### src/rtl/add32_share_pkg.sv
// Shared types and constants for the add32_share_sched scheduler.
package add32_share_pkg;
  localparam int HALF_W = 16;
  localparam int OP_W   = 32;

  typedef enum logic [1:0] {
    ST_IDLE = 2'd0,
    ST_LO   = 2'd1,
    ST_HI   = 2'd2,
    ST_RSP  = 2'd3
  } state_e;
endpackage

### src/rtl/add32_share_sched_rr_grant.sv
// Combinational round-robin picker: first asserted req at or above ptr, modulo NREQ.
module rr_grant #(
  parameter int NREQ = 4,
  parameter int IDW  = $clog2(NREQ)
) (
  input  logic [NREQ-1:0] req,
  input  logic [IDW-1:0]  ptr,
  output logic [NREQ-1:0] gnt,
  output logic [IDW-1:0]  gnt_idx,
  output logic            gnt_any
);
  int   cand;
  logic hit;

  // Scan candidates in priority order; the first hit wins.
  always_comb begin
    gnt     = '0;
    gnt_idx = '0;
    gnt_any = 1'b0;
    cand    = 0;
    hit     = 1'b0;
    for (int k = 0; k < NREQ; k++) begin
      cand                = (int'(ptr) + k) % NREQ;
      hit                 = req[cand[IDW-1:0]] & ~gnt_any;
      gnt[cand[IDW-1:0]]  = hit;
      gnt_idx             = hit ? cand[IDW-1:0] : gnt_idx;
      gnt_any             = gnt_any | hit;
    end
  end
endmodule

### src/rtl/carry_select_adder_16bit.sv
// 16-bit carry-select adder: four 4-bit blocks, each precomputed for carry-in 0 and 1.
module carry_select_adder_16bit
  import add32_share_pkg::*;
(
  input  logic [HALF_W-1:0] a,
  input  logic [HALF_W-1:0] b,
  input  logic              cin,
  output logic [HALF_W-1:0] sum,
  output logic              cout
);
  logic [4:0] s0;
  logic [4:0] s1;
  logic       carry;

  // Ripple the block select signal through the precomputed block sums.
  always_comb begin
    carry = cin;
    sum   = '0;
    s0    = 5'd0;
    s1    = 5'd0;
    for (int blk = 0; blk < HALF_W / 4; blk++) begin
      s0 = {1'b0, a[blk*4 +: 4]} + {1'b0, b[blk*4 +: 4]};
      s1 = s0 + 5'd1;
      if (carry) begin
        sum[blk*4 +: 4] = s1[3:0];
        carry           = s1[4];
      end else begin
        sum[blk*4 +: 4] = s0[3:0];
        carry           = s0[4];
      end
    end
    cout = carry;
  end
endmodule

### src/rtl/add32_share_sched.sv
// Shares one 16-bit carry-select adder among NREQ requesters doing 32-bit adds in two passes.
// Define ADD32_SHARE_SAT_EN for unsigned saturation on carry out.
module add32_share_sched
  import add32_share_pkg::*;
#(
  parameter int NREQ = 4,
  parameter int IDW  = $clog2(NREQ)
) (
  input  logic                 clk,
  input  logic                 reset,
  input  logic [NREQ-1:0]      req_valid,
  output logic [NREQ-1:0]      req_ready,
  input  logic [NREQ*OP_W-1:0] req_a,
  input  logic [NREQ*OP_W-1:0] req_b,
  output logic                 rsp_valid,
  input  logic                 rsp_ready,
  output logic [OP_W-1:0]      rsp_data,
  output logic [IDW-1:0]       rsp_id,
  output logic                 rsp_cout
);
  state_e            state_q, state_d;
  logic [IDW-1:0]    ptr_q, ptr_d;
  logic [OP_W-1:0]   a_q, a_d, b_q, b_d, sum_q, sum_d;
  logic [IDW-1:0]    id_q, id_d;
  logic              c16_q, c16_d, cout_q, cout_d, valid_q, valid_d;

  logic [NREQ-1:0]   gnt;
  logic [IDW-1:0]    gnt_idx;
  logic              gnt_any;
  logic [OP_W-1:0]   sel_a, sel_b;
  logic [HALF_W-1:0] add_a, add_b, add_sum;
  logic              add_cin, add_cout;

  rr_grant #(.NREQ(NREQ), .IDW(IDW)) u_rr (
    .req     (req_valid),
    .ptr     (ptr_q),
    .gnt     (gnt),
    .gnt_idx (gnt_idx),
    .gnt_any (gnt_any)
  );

  carry_select_adder_16bit u_add (
    .a    (add_a),
    .b    (add_b),
    .cin  (add_cin),
    .sum  (add_sum),
    .cout (add_cout)
  );

  // One-hot AND-OR mux of the granted requester's operands.
  always_comb begin
    sel_a = '0;
    sel_b = '0;
    for (int i = 0; i < NREQ; i++) begin
      sel_a = sel_a | (req_a[i*OP_W +: OP_W] & {OP_W{gnt[i]}});
      sel_b = sel_b | (req_b[i*OP_W +: OP_W] & {OP_W{gnt[i]}});
    end
  end

  // FSM next state, adder operand steering and datapath register updates.
  always_comb begin
    state_d   = state_q;
    ptr_d     = ptr_q;
    a_d       = a_q;
    b_d       = b_q;
    id_d      = id_q;
    sum_d     = sum_q;
    c16_d     = c16_q;
    cout_d    = cout_q;
    req_ready = '0;
    add_a     = '0;
    add_b     = '0;
    add_cin   = 1'b0;
    case (state_q)
      ST_IDLE: begin
        if (gnt_any) begin
          req_ready = gnt;
          a_d       = sel_a;
          b_d       = sel_b;
          id_d      = gnt_idx;
          ptr_d     = (gnt_idx == IDW'(NREQ - 1)) ? '0 : gnt_idx + IDW'(1);
          state_d   = ST_LO;
        end else begin
          state_d   = ST_IDLE;
        end
      end
      ST_LO: begin
        add_a               = a_q[HALF_W-1:0];
        add_b               = b_q[HALF_W-1:0];
        add_cin             = 1'b0;
        sum_d[HALF_W-1:0]   = add_sum;
        c16_d               = add_cout;
        state_d             = ST_HI;
      end
      ST_HI: begin
        add_a   = a_q[OP_W-1:HALF_W];
        add_b   = b_q[OP_W-1:HALF_W];
        add_cin = c16_q;
`ifdef ADD32_SHARE_SAT_EN
        if (add_cout) begin
          sum_d = {OP_W{1'b1}};
        end else begin
          sum_d = {add_sum, sum_q[HALF_W-1:0]};
        end
`else
        sum_d   = {add_sum, sum_q[HALF_W-1:0]};
`endif
        cout_d  = add_cout;
        state_d = ST_RSP;
      end
      ST_RSP: begin
        if (rsp_ready) begin
          state_d = ST_IDLE;
        end else begin
          state_d = ST_RSP;
        end
      end
      default: begin
        state_d = ST_IDLE;
      end
    endcase
    valid_d = (state_d == ST_RSP);
  end

  // State and datapath registers with synchronous reset.
  always_ff @(posedge clk) begin
    if (reset) begin
      state_q <= ST_IDLE;
      ptr_q   <= '0;
      a_q     <= '0;
      b_q     <= '0;
      id_q    <= '0;
      sum_q   <= '0;
      c16_q   <= 1'b0;
      cout_q  <= 1'b0;
      valid_q <= 1'b0;
    end else begin
      state_q <= state_d;
      ptr_q   <= ptr_d;
      a_q     <= a_d;
      b_q     <= b_d;
      id_q    <= id_d;
      sum_q   <= sum_d;
      c16_q   <= c16_d;
      cout_q  <= cout_d;
      valid_q <= valid_d;
    end
  end

  assign rsp_valid = valid_q;
  assign rsp_data  = sum_q;
  assign rsp_id    = id_q;
  assign rsp_cout  = cout_q;
endmodule

### config.mk
export PLATFORM = sky130hd
export DESIGN_NAME = add32_share_sched
export DESIGN_NICKNAME = d
export VERILOG_FILES = /design/src/rtl/add32_share_pkg.sv /design/src/rtl/add32_share_sched_rr_grant.sv /design/src/rtl/carry_select_adder_16bit.sv /design/src/rtl/add32_share_sched.sv
export SDC_FILE = /design/constraint.sdc
export NUM_CORES = 1
export LEC_CHECK = 0
export ABC_AREA = 1
export BUFFER_PORTS_ARGS = -buffer_cell sky130_fd_sc_hd__buf_2
export CAP_MARGIN = 15
export CORE_MARGIN = 10
export CORE_UTILIZATION = 51
export CTS_CLUSTER_DIAMETER = 150
export CTS_CLUSTER_SIZE = 25
export DETAILED_ROUTE_END_ITERATION = 10
export GPL_TIMING_DRIVEN = 0
export PLACE_DENSITY_LB_ADDON = 0.1
export SYNTH_ARGS = -nofsm -noshare
export SYNTH_HDL_FRONTEND = slang
export SYNTH_SLANG_ARGS = --single-unit
### constraint.sdc
create_clock -name clk -period 4.5 [get_ports clk]
set_clock_uncertainty 0.15 [all_clocks]
set_input_delay 0.45 -clock clk [delete_from_list [all_inputs] [get_ports clk]]
set_output_delay 0.45 -clock clk [all_outputs]
set_load 0.1 [all_outputs]
* After elaboration in Yosys (flattened, before gate mapping)
Index checks and enable logic that the tools add are counted.
** Operators by class
- Bitwise logic cells :: 24
- Order comparisons :: 8
- Add/sub/neg operators :: 12
- Eq/ne operators :: 5
- Reductions and logical operators :: 6
- Muxes and demuxes :: 40
** Operators by type and width (number)
- 32-bit AND :: 8
- 32-bit bitwise OR :: 6
- 16-bit one-hot mux with 2 select lines :: 2
- 4-bit two-way mux :: 6
- 4-bit by 4-bit adder with 5-bit output :: 4
- 5-bit by 1-bit adder with 5-bit output, second input constant :: 4
- 1-bit two-way mux :: 14
- 4-bit bitwise mux :: 3
- 2-bit by 3-bit less-than comparator with 1-bit output, second input constant :: 4
- 2-bit two-way mux :: 6
- 1-bit binary-select mux with 2-bit select :: 4
- 1-bit demux with 2-bit select :: 4
- 2-bit == test, second input constant :: 4
- 2-bit by 1-bit greater-or-equal comparator with 1-bit output, second input constant :: 4
- 2-bit one-hot mux with 4 select lines :: 1
- 2-bit by 1-bit adder with 2-bit output, second input constant :: 2
- 2-bit adder, second input constant :: 2
- 4-bit AND :: 1
- 1-bit logical AND :: 4
- 1-bit AND :: 3
- 1-bit inverter :: 3
- 1-bit bitwise OR :: 3
- 2-bit by 1-bit == test with 1-bit output, second input constant :: 1
- 2-bit zero test :: 1
- 2-bit AND reduction :: 1
** Word-level totals
- Register bits after elaboration :: 105
- Input bits :: 263
- Output and inout bits :: 40
- Word-level logic and storage cells :: 105

* Longest topological paths before layout
Gate-level depths: netlist (run 1).
- Depth in word-level cells :: 15
- Depth in mapped cells :: 25

* Modules after synthesis
From an unflattened synthesis (run 1), not the netlist that was laid out.
** Unflattened totals
- Cells, all modules :: 1248
- Area, all modules :: 7405.9 um^2
** Modules (own cells, without submodules)
- add32_share_sched :: instances 1, cells an instance 995, area each 5853.1 um^2
- carry_select_adder_16bit :: instances 1, cells an instance 159, area each 1071.0 um^2
- rr_grant :: instances 1, cells an instance 94, area each 481.7 um^2

* Worst setup path after synthesis (run 1)
OpenSTA, ideal clock, no wires.
- Kind :: reg-to-reg
- Start point :: register state_q[0]
- End point :: register sum_q[29] (netlist: rsp_data[29])
- Buffers on the path :: 3
- Path slack :: 778 ps
- Library setup time :: 109 ps
- Data required time :: 4241 ps
- Data arrival time :: 3463 ps
- Period minus slack after synthesis :: 3722 ps
- Cell stages (with the launch flop) :: 26
- Cell sequence :: dfxtp_1 -> inv_1 -> ha_1 -> buf_2 -> clkbuf_1 -> buf_1 -> nand2_1 -> a21oi_1 -> ha_1 -> inv_1 -> fa_1 -> inv_1 -> ha_1 -> nand3_1 -> nor2_1 -> nand3_1 -> nand2_1 -> nand2_2 -> nand2_1 -> nand2_2 -> nand2_1 -> nand2_2 -> nand2_1 -> nand3_1 -> nand2_1 -> inv_1
** On the way
- Cells in the longest elaborated chain, start to end :: 8
- Elaborated cells between the ends (all ways) :: 17
- Those cells by class :: add/sub (8); eq/ne (2); mux (7)
** RTL lines
- start: declaration :: RTL line add32_share_sched.sv:21 : state_e state_q, state_d;
- start signal: assignment :: RTL line add32_share_sched.sv:138 : state_q <= state_d;
- 2-bit == test or 2-bit by 1-bit == test with 1-bit output (tied branches) :: RTL line add32_share_sched.sv:74 : case (state_q)
- 16-bit one-hot mux with 2 select lines :: RTL line add32_share_sched.sv:74
- 4-bit by 4-bit adder with 5-bit output :: RTL line carry_select_adder_16bit.sv:22 : s0 = {1'b0, a[blk*4 +: 4]} + {1'b0, b[blk*4 +: 4]};
- 5-bit by 1-bit adder with 5-bit output :: RTL line carry_select_adder_16bit.sv:23 : s1 = s0 + 5'd1;
- 1-bit two-way mux (3 in a row) :: RTL line carry_select_adder_16bit.sv:24 : if (carry) begin
- 4-bit two-way mux :: RTL line carry_select_adder_16bit.sv:24
- end signal: assignment :: RTL line add32_share_sched.sv:143 : sum_q <= sum_d;
- end: declaration :: RTL line add32_share_sched.sv:23 : logic [OP_W-1:0] a_q, a_d, b_q, b_d, sum_q, sum_d;
Several ways; a longest one is shown, not always the timed one.
A chain may end at the register's enable or synchronous reset.

* Worst setup path in the final report (run 1)
- Start point :: register state_q[1]
- End point :: register sum_q[13] (netlist: rsp_data[13])
Same word-level chain as after synthesis.

==> flow_summary.json, run 1 <==
{
  "htreeDepth": 3,
  "slew_headroom": 0.552,
  "synth_edf_count": 0,
  "fp.dieW_um": 145,
  "syn_inst": 1301,
  "critPathLaunch": "state_q[1]",
  "ys_ff_latch": 105,
  "ff2ff_path_depth": 23,
  "hold_slack_ns": 0.185,
  "cts.sinks": 105,
  "crit_cells": 23,
  "postRouteAntennaNets": 0,
  "num_vias": 9716,
  "period_share": 0.918,
  "start_util": 0.523,
  "crit_path_max_incr_delay_ns": 0.48,
  "hold_violations": 0,
  "timing.max_cap.violations": 0,
  "p_leak_uw": 0.00546,
  "routed_wl_mm": 31.0,
  "die_area_um2": 21100,
  "min_path_type": "input port to register",
  "dp.cells": 1813,
  "clk_pin_slew_ns": 0.08,
  "cp_num_buf_inv": 6,
  "powerDensity_nw_per_um2": 832,
  "slew_violations": 0,
  "n_fill_cell": 1525,
  "die_h_um": 145,
  "antenna_found_initial": 4,
  "core_area_um2": 15300,
  "worst_setup_path_start_kind": "register",
  "cts_max_path_buffers": 2,
  "io_pins": 303,
  "reg2reg_from": "state_q[1]",
  "max_freq_ghz": 0.242,
  "yosysSeqAreaShare": 0.263,
  "tritoncts": "done",
  "grt_pass1_wl_mm": 48.2,
  "grt_max_degree": 21,
  "tightest_slew_ns": 0.672,
  "nets": 1909,
  "critPathMaxFanout": 10,
  "min_from": "req_a[24]",
  "setup_slack_ns": 0.369,
  "drc_errors": 0,
  "critPathCapture": "rsp_data[13]",
  "period_needed_ns": 4.13,
  "outcome": "completed",
  "drt_iter0_drc": 745,
  "rsz0062_at_grt": "false",
  "fin_cells": 1834,
  "rows": 45,
  "grt_usage": 0.279,
  "synth_warnings": 0,
  "hpwl_mm": 25.3,
  "ir_drop_v": 0.000404,
  "cp_top_family": "simple AND/OR/NAND/NOR gates",
  "dp_slack_ns": -0.132,
  "area_delta_synth_final_pct": 26.6,
  "grt_pass1_vias": 9415,
  "yosys.cell_types.count": 42,
  "syn_nets": 1596,
  "critPathRequiredTime_ns": 4.63,
  "syn-cell-area_um2": 8010,
  "syn_area_per_cell_um2": 6.16,
  "crit_arrival_ns": 4.26,
  "place_congestion": 0.970,
  "cts-root-buf": "clkbuf_16",
  "synth_async_sr_flop_share": 0,
  "hold-path-cell-count": 3,
  "numCtsBuffers": 9,
  "finalSetupViolCount": 0,
  "endpoint_kind": "register",
  "r2r_end": "rsp_data[13]",
  "wl_per_cell_um": 16.9,
  "firstDrtPassIters": 5,
  "final_layout_size_suffix_gt1_frac": 0.259,
  "clock_latency_ns": 0.37,
  "r2r_slack_ns": 0.37,
  "ys.flop_type": "dfxtp_1",
  "avgViaCountPerCell": 5.30,
  "path_cells": "inv_1 > ha_2 > clkinvlp_4 > clkbuf_2 > a21oi_1 > ha_1 > inv_1 > fa_1 > inv_1 > ha_1 > nand3_1 > nor2_1 > nand3_1 > nand2_1 > nand2_2 > nand2_1 > nand2_2 > nand2_2 > nand2_2 > nand2_1 > nand3_1 > nand2_1 > inv_1",
  "critPathKind": "register to register",
  "placement.io_buffers": 301,
  "overflow": 0,
  "cpMaxStageDelayCell": "fa_1"
}
-- worst register-to-register path, stage by stage (launching register included) --
cell and delay, ns:
dfxtp_1 0.42, inv_1 0.09, ha_2 0.45, clkinvlp_4 0.16
clkbuf_2 0.20, a21oi_1 0.18, ha_1 0.22, inv_1 0.07
fa_1 0.48, inv_1 0.10, ha_1 0.14, nand3_1 0.11
nor2_1 0.16, nand3_1 0.09, nand2_1 0.11, nand2_2 0.10
nand2_1 0.14, nand2_2 0.13, nand2_2 0.14, nand2_2 0.10
nand2_1 0.09, nand3_1 0.09, nand2_1 0.09, inv_1 0.04
-- cell usage in the layout (no fill, tap or decap), types with 11 or more instances in the layout --
master and instances:
o21ai_1 11, nand3_1 243, xor2_1 12, a21oi_1 101
buf_6 20, dfxtp_1 105, o21ai_0 78, nand2_1 333
nor2_1 148, buf_2 326, nand2_2 11, ha_1 27
buf_4 18, inv_1 85, clkbuf_1 22
-- cells in the mapped netlist, drive strengths merged, types with 2 or more instances --
master,instances,area [um^2]
o21ai,92,479
nand2,347,1360
a21oi,103,523
nand4,7,58.8
xor2,12,105
fa,4,80.1
dfxtp,105,2100
buf,62,474
xnor2,3,26.3
nor3,5,25.0
o21bai,2,15.0
nand3,248,1270
nand3b,2,15.0
and2,2,12.5
nor2,149,567
clkbuf,28,105
a22o,6,52.6
ha,28,350
inv,90,345
-- layer usage --
layer  up-vias  track usage  wire length (um)
li1       4888            -                 -
met1      4409        0.335             12800
met2       370        0.481             15200
met3        49       0.0683              2260
met4         0       0.0779               694
met5         -            0                 0
-- state kept, by name, indices dropped and copies added (netlist names), named ones only --
signal / count
rsp_data: 32
state_q: 2
c16_q: 1
rsp_valid: 1
a_q: 32
rsp_id: 2
rsp_cout: 1
ptr_q: 1
b_q: 32
-- stage by stage --
step	TNS, ns	utilization	instance area, um^2	power [uW]
floorplan	0	-	8010	5990
global placement	-0.0588	0.638	9780	7410
detailed placement	-1.14	0.638	9780	7480
CTS	0	0.659	10100	8350
global route	0	0.662	10100	9110
finish	0	0.662	10100	8430
-- logic make-up after synthesis --
family | synth area share
AND/OR/NAND/NOR | 0.414
adder cells (fa/ha/maj) | 0.0538
buffers and inverters | 0.116
XOR/XNOR | 0.0164
AO/OA/AOI/OAI | 0.137
flip-flops | 0.263
-- area by class of cell --
| class | instances | area [um^2] | share of cell area |
|---|---|---|---|
| Inverter | 91 | 353 | 0.0348 |
| Antenna cell | 4 | 10.0 | 0.000988 |
| Clock buffer | 9 | 225 | 0.0222 |
| Clock inverter | 7 | 92.6 | 0.00913 |
| Multi-Input combinational cell | 1015 | 4980 | 0.492 |
| Timing Repair Buffer | 302 | 1510 | 0.149 |
| Buffer | 90 | 593 | 0.0585 |
| Sequential cell | 105 | 2100 | 0.207 |
| Tap cell | 211 | 264 | 0.0260 |
-- power breakdown --
group | leakage [uW] | internal (uW) | switching [uW]
combinational | 0.00443 | 1860 | 4210
sequential | 0.000868 | 1290 | 216
clock | 0.000158 | 450 | 406
total | 0.00546 | 3600 | 4830
-- timing repair --
action	in CTS	in global routing
cloned	0	0
setup endpoints to repair	10	18
gates resized for setup	1	19
setup buffers	0	1
hold buffers	0	0
endpoints found under the hold margin	0	0
-- worst min-delay path by stage --
| stage | to | slack (ns) |
|---|---|---|
| detailed placement | rsp_data[2] | 0.37 |
| global placement | rsp_id[0] | 0.36 |
| CTS | a_q[10] | 0.18 |
| floorplan | b_q[8] | 0.34 |
| global route | b_q[15] | 0.18 |
| finish | a_q[24] | 0.19 |
Note: power is estimated with default switching activity, not from simulation.
==> run 2: changes to the inputs <==
Settings changed: CORE_UTILIZATION 51 to 40.
==> run 2 against run 1 <==
Total power rose by 0.67%. Clock-buffer cell count increased by 2. Sequential power about the same. Clock power grew 6.5%. Largest cell class unchanged.
==> flow_summary.json, run 2 (same netlist as run 1, synthesis figures left out) <==
{
  "slew_headroom": 0.520,
  "max_freq_ghz": 0.241,
  "critPathRequiredTime_ns": 4.61,
  "finalSetupViolCount": 0,
  "period_needed_ns": 4.15,
  "crit_path_max_incr_delay_ns": 0.48,
  "drc_errors": 0,
  "crit_top_cell": "nand2_1",
  "firstDrtPassIters": 5,
  "routed_wl_mm": 32.1,
  "final_cell_mix": "333 x nand2_1, 327 x buf_2, 243 x nand3_1",
  "period_share": 0.922,
  "numCtsBuffers": 9,
  "start_util": 0.409,
  "place_congestion": 0.936,
  "pwr-share-seq": 0.177,
  "powerDensity_nw_per_um2": 829,
  "ir_drop_v": 0.000395,
  "hpwl_mm": 26.5,
  "num_vias": 9569,
  "io_pins": 303,
  "final_layout_size_suffix_gt1_frac": 0.258,
  "wl_per_cell_um": 17.0,
  "antenna_found_initial": 6,
  "clock_latency_ns": 0.36,
  "fin_cells": 1887,
  "die_area_um2": 26100,
  "placement.io_buffers": 301,
  "pwr-share-clk": 0.107,
  "endpoint_kind": "register",
  "postRouteAntennaNets": 0,
  "fp.dieW_um": 161,
  "critPathMaxFanout": 10,
  "htreeDepth": 3,
  "min_path_type": "input port to register",
  "area_delta_synth_final_pct": 27.9,
  "p_sw_frac": 0.561,
  "cts.sinks": 105,
  "clk_pin_slew_ns": 0.07,
  "cp_num_buf_inv": 7,
  "rows": 51,
  "grt_max_degree": 16,
  "n_fill_cell": 2145,
  "worst_setup_path_start_kind": "register",
  "die_h_um": 161,
  "cts_max_path_buffers": 2,
  "outcome": "completed",
  "nets": 1910,
  "cp_top_family": "simple AND/OR/NAND/NOR gates",
  "p_sw_uw": 4760,
  "drt_iter0_drc": 604,
  "p_int_uw": 3730,
  "tightest_slew_ns": 0.719,
  "rsz0062_at_grt": "false",
  "final_common_cell": "nand2_1",
  "cts-root-buf": "clkbuf_16",
  "placed_area_um2": 9850,
  "critPathKind": "register to register",
  "p_comb_frac": 0.716,
  "core_area_um2": 19600,
  "avgViaCountPerCell": 5.07,
  "grt_usage": 0.232,
  "grt_pass1_vias": 9177,
  "slew_violations": 0,
  "p_leak_uw": 0.00547,
  "setup_tns_ns": 0,
  "tritoncts": "done",
  "timing.max_cap.violations": 0,
  "grt_pass1_wl_mm": 48.6,
  "fin_area_um2": 10200,
  "crit_arrival_ns": 4.26,
  "final_util": 0.523,
  "overflow": 0,
  "dp.cells": 1867,
  "cpMaxStageDelayCell": "fa_1",
  "hold_violations": 0
}
run 2: worst reg2reg max path: stages, from the launching register on:
cell      delay, ns
dfxtp_1        0.33
inv_1          0.13
ha_1           0.18
buf_2          0.19
buf_6          0.18
clkbuf_4       0.23
nand2_1        0.06
a21oi_1        0.18
ha_1           0.22
inv_1          0.07
fa_1           0.48
inv_1          0.10
ha_1           0.14
nand3_1        0.12
nor2_1         0.18
nand3_1        0.09
nand2_1        0.11
nand2_2        0.11
nand2_1        0.13
nand2_2        0.12
nand2_2        0.14
nand2_2        0.10
nand2_1        0.09
nand3_1        0.09
nand2_1        0.09
inv_1          0.04
run 2: worst paths after layout:
| kind | start | endpoint | slack (ns) | cells past startpoint |
|---|---|---|---|---|
| setup / recovery | state_q[0] | rsp_data[13] | 0.35 | 25 |
| setup reg to reg | state_q[0] | rsp_data[13] | 0.35 | 25 |
| hold reg to reg | rsp_id[0] | rsp_id[0] | 0.38 | 4 |
| hold / removal | req_b[28] | b_q[28] | 0.21 | 3 |
run 2: timing repair:
action,CTS,global route
buffers inserted,0,2
setup endpoints to repair,10,18
gates cloned,0,0
hold buffers,0,0
gates resized for setup,1,24
pin swaps,0,0
run 2: area by class of cell:
| type | count | area [um^2] | area share |
|---|---|---|---|
| multi-input combinational | 1015 | 4990 | 0.487 |
| sequential | 105 | 2100 | 0.205 |
| timing repair buffer | 303 | 1520 | 0.149 |
| buffer | 90 | 599 | 0.0585 |
| inverter | 91 | 353 | 0.0344 |
| tap | 265 | 332 | 0.0324 |
| clock buffer | 11 | 243 | 0.0237 |
| clock inverter | 3 | 90.1 | 0.00880 |
| antenna | 4 | 10.0 | 0.000977 |
run 2: stage by stage:
stage               setup WS [ns]  hold slack [ns]  power, uW
CTS                       0.00177            0.200       8420
detailed placement         -0.169            0.366       7500
finish                      0.349            0.207       8490
global placement           -0.104            0.365       7450
floorplan                   0.778            0.341       5990
global route               0.0183            0.212       9190
run 2: power by group through the flow:
stage	clock, uW	combinational, uW	sequential (uW)
6_report	912	6070	1500
3_5_place_dp	0	5980	1520
3_3_place_gp	0	5940	1520
2_1_floorplan	0	3830	2150
5_1_grt	956	6700	1530
4_1_cts	920	6000	1500
run 2: routing by layer:
layer | wire length [um] | global-route usage | vias to the layer above
met5 | 25 | 0 | -
met4 | 586 | 0.0658 | 4
met3 | 2310 | 0.0524 | 44
met2 | 15700 | 0.400 | 291
met1 | 13400 | 0.283 | 4325
li1 | - | - | 4905
==> run 3: changes to the inputs <==
Settings changed: CORE_UTILIZATION 40 to 26, SLEW_MARGIN set to 20.
==> run 3 against run 2 <==
Via count fell by 1.2%. Setup slack better by 0.069 ns. Register-to-register slack improved by 0.07 ns. Sequential power hardly changed. Combinational power is 1% higher. Non-clock buffer count down 4. Clock power down 9.0%. Fmax up 1.7%. Die area grew 47%. Utilization decreased by 18 points. Final cell count up 6.9%. Largest cell class unchanged. Largest power group unchanged.
==> flow_summary.json, run 3 (same netlist as run 1, synthesis figures left out) <==
{
  "grt_pass1_wl_mm": 54.8,
  "final_layout_size_suffix_gt1_frac": 0.261,
  "tightest_slew_ns": 0.799,
  "powerDensity_nw_per_um2": 819,
  "wl_per_cell_um": 18.0,
  "die_h_um": 195,
  "start_util": 0.262,
  "critPathMaxFanout": 17,
  "fin_area_um2": 10300,
  "slew_headroom": 0.467,
  "hpwl_mm": 30.3,
  "core_area_um2": 30500,
  "hold_violations": 0,
  "area_delta_synth_final_pct": 29.2,
  "crit_arrival_ns": 4.20,
  "nets": 1906,
  "dp.cells": 1998,
  "cts_max_path_buffers": 2,
  "final_util": 0.339,
  "timing.max_cap.violations": 0,
  "fp.dieW_um": 195,
  "p_leak_uw": 0.00544,
  "drc_errors": 0,
  "final_cell_mix": "333 x nand2_1, 326 x buf_2, 243 x nand3_1",
  "cts-root-buf": "clkbuf_16",
  "grt_usage": 0.182,
  "placed_area_um2": 10000,
  "clk_pin_slew_ns": 0.08,
  "min_path_type": "input port to register",
  "grt_max_degree": 19,
  "place_congestion": 0.881,
  "antenna_found_initial": 10,
  "clock_latency_ns": 0.36,
  "max_freq_ghz": 0.245,
  "ir_drop_v": 0.000292,
  "overflow": 0,
  "placement.io_buffers": 301,
  "rsz0062_at_grt": "false",
  "finalSetupViolCount": 0,
  "tritoncts": "done",
  "critPathRequiredTime_ns": 4.62,
  "grt_pass1_vias": 9544,
  "fin_cells": 2018,
  "firstDrtPassIters": 5,
  "postRouteAntennaNets": 0,
  "rows": 64,
  "io_pins": 303,
  "die_area_um2": 38200,
  "numCtsBuffers": 9,
  "period_share": 0.907,
  "period_needed_ns": 4.08,
  "endpoint_kind": "register",
  "post_cts_buffers": 0,
  "outcome": "completed",
  "critPathKind": "register to register",
  "htreeDepth": 3,
  "routed_wl_mm": 36.3,
  "worst_setup_path_start_kind": "register",
  "num_vias": 9456,
  "cts.sinks": 105,
  "slew_violations": 0,
  "drt_iter0_drc": 518,
  "avgViaCountPerCell": 4.69,
  "final_common_cell": "nand2_1"
}
## run 3: layout make-up
class,instances,area [um^2]
Fill cell,3497,20200
Multi-Input combinational cell,1015,4990
Sequential cell,105,2100
Timing Repair Buffer,301,1510
Buffer,88,591
Tap cell,396,495
Inverter,91,350
Clock buffer,11,253
Clock inverter,5,46.3
Antenna cell,6,15.0
## run 3: worst max-delay path, stage by stage (launching register included)
cell,delay (ns)
dfxtp_1,0.37
inv_1,0.09
ha_2,0.43
clkinv_2,0.27
clkbuf_1,0.31
a21oi_1,0.24
ha_1,0.23
inv_1,0.07
fa_1,0.45
inv_1,0.09
ha_1,0.16
inv_1,0.06
nor2_1,0.16
nand3_1,0.10
nand2_1,0.06
nand2_1,0.06
nand3_1,0.23
nand2_2,0.14
nand2_1,0.10
nand3_1,0.09
nand2_1,0.09
inv_1,0.04
## run 3: through the flow
step                      hold slack (ns)  TNS, ns  worst slack (ns)  power [uW]
after floorplan                     0.341        0             0.778        5990
final                               0.200        0             0.418        8470
after detailed placement            0.365    -4.11            -0.360        7680
after global routing                0.191        0            0.0164        9260
after CTS                           0.188        0            0.0560        8550
after global placement              0.362    -3.29            -0.318        7680
## run 3: final timing paths
kind,startpoint,cells after the start,endpoint,slack [ns]
max,state_q[0],21,rsp_data[14],0.42
min,req_b[15],3,b_q[15],0.20
max reg2reg,state_q[0],21,rsp_data[14],0.42
min reg2reg,rsp_id[0],4,rsp_id[0],0.38
## run 3: timing repair
| item | in CTS | in global routing |
|---|---|---|
| gates resized for setup | 3 | 21 |
| hold buffers | 0 | 0 |
| setup endpoints to repair | 18 | 18 |
## run 3: metal layers
metal	vias to the layer above	GRT usage	routed length (um)
met5	-	0	57
met4	8	0.0373	340
met3	27	0.0408	1970
met2	221	0.315	17900
met1	4302	0.226	16000
li1	4898	-	-
## run 3: where the power goes
part           internal (uW)  switching [uW]
clock                    418             413
sequential              1290             225
combinational           1850            4280
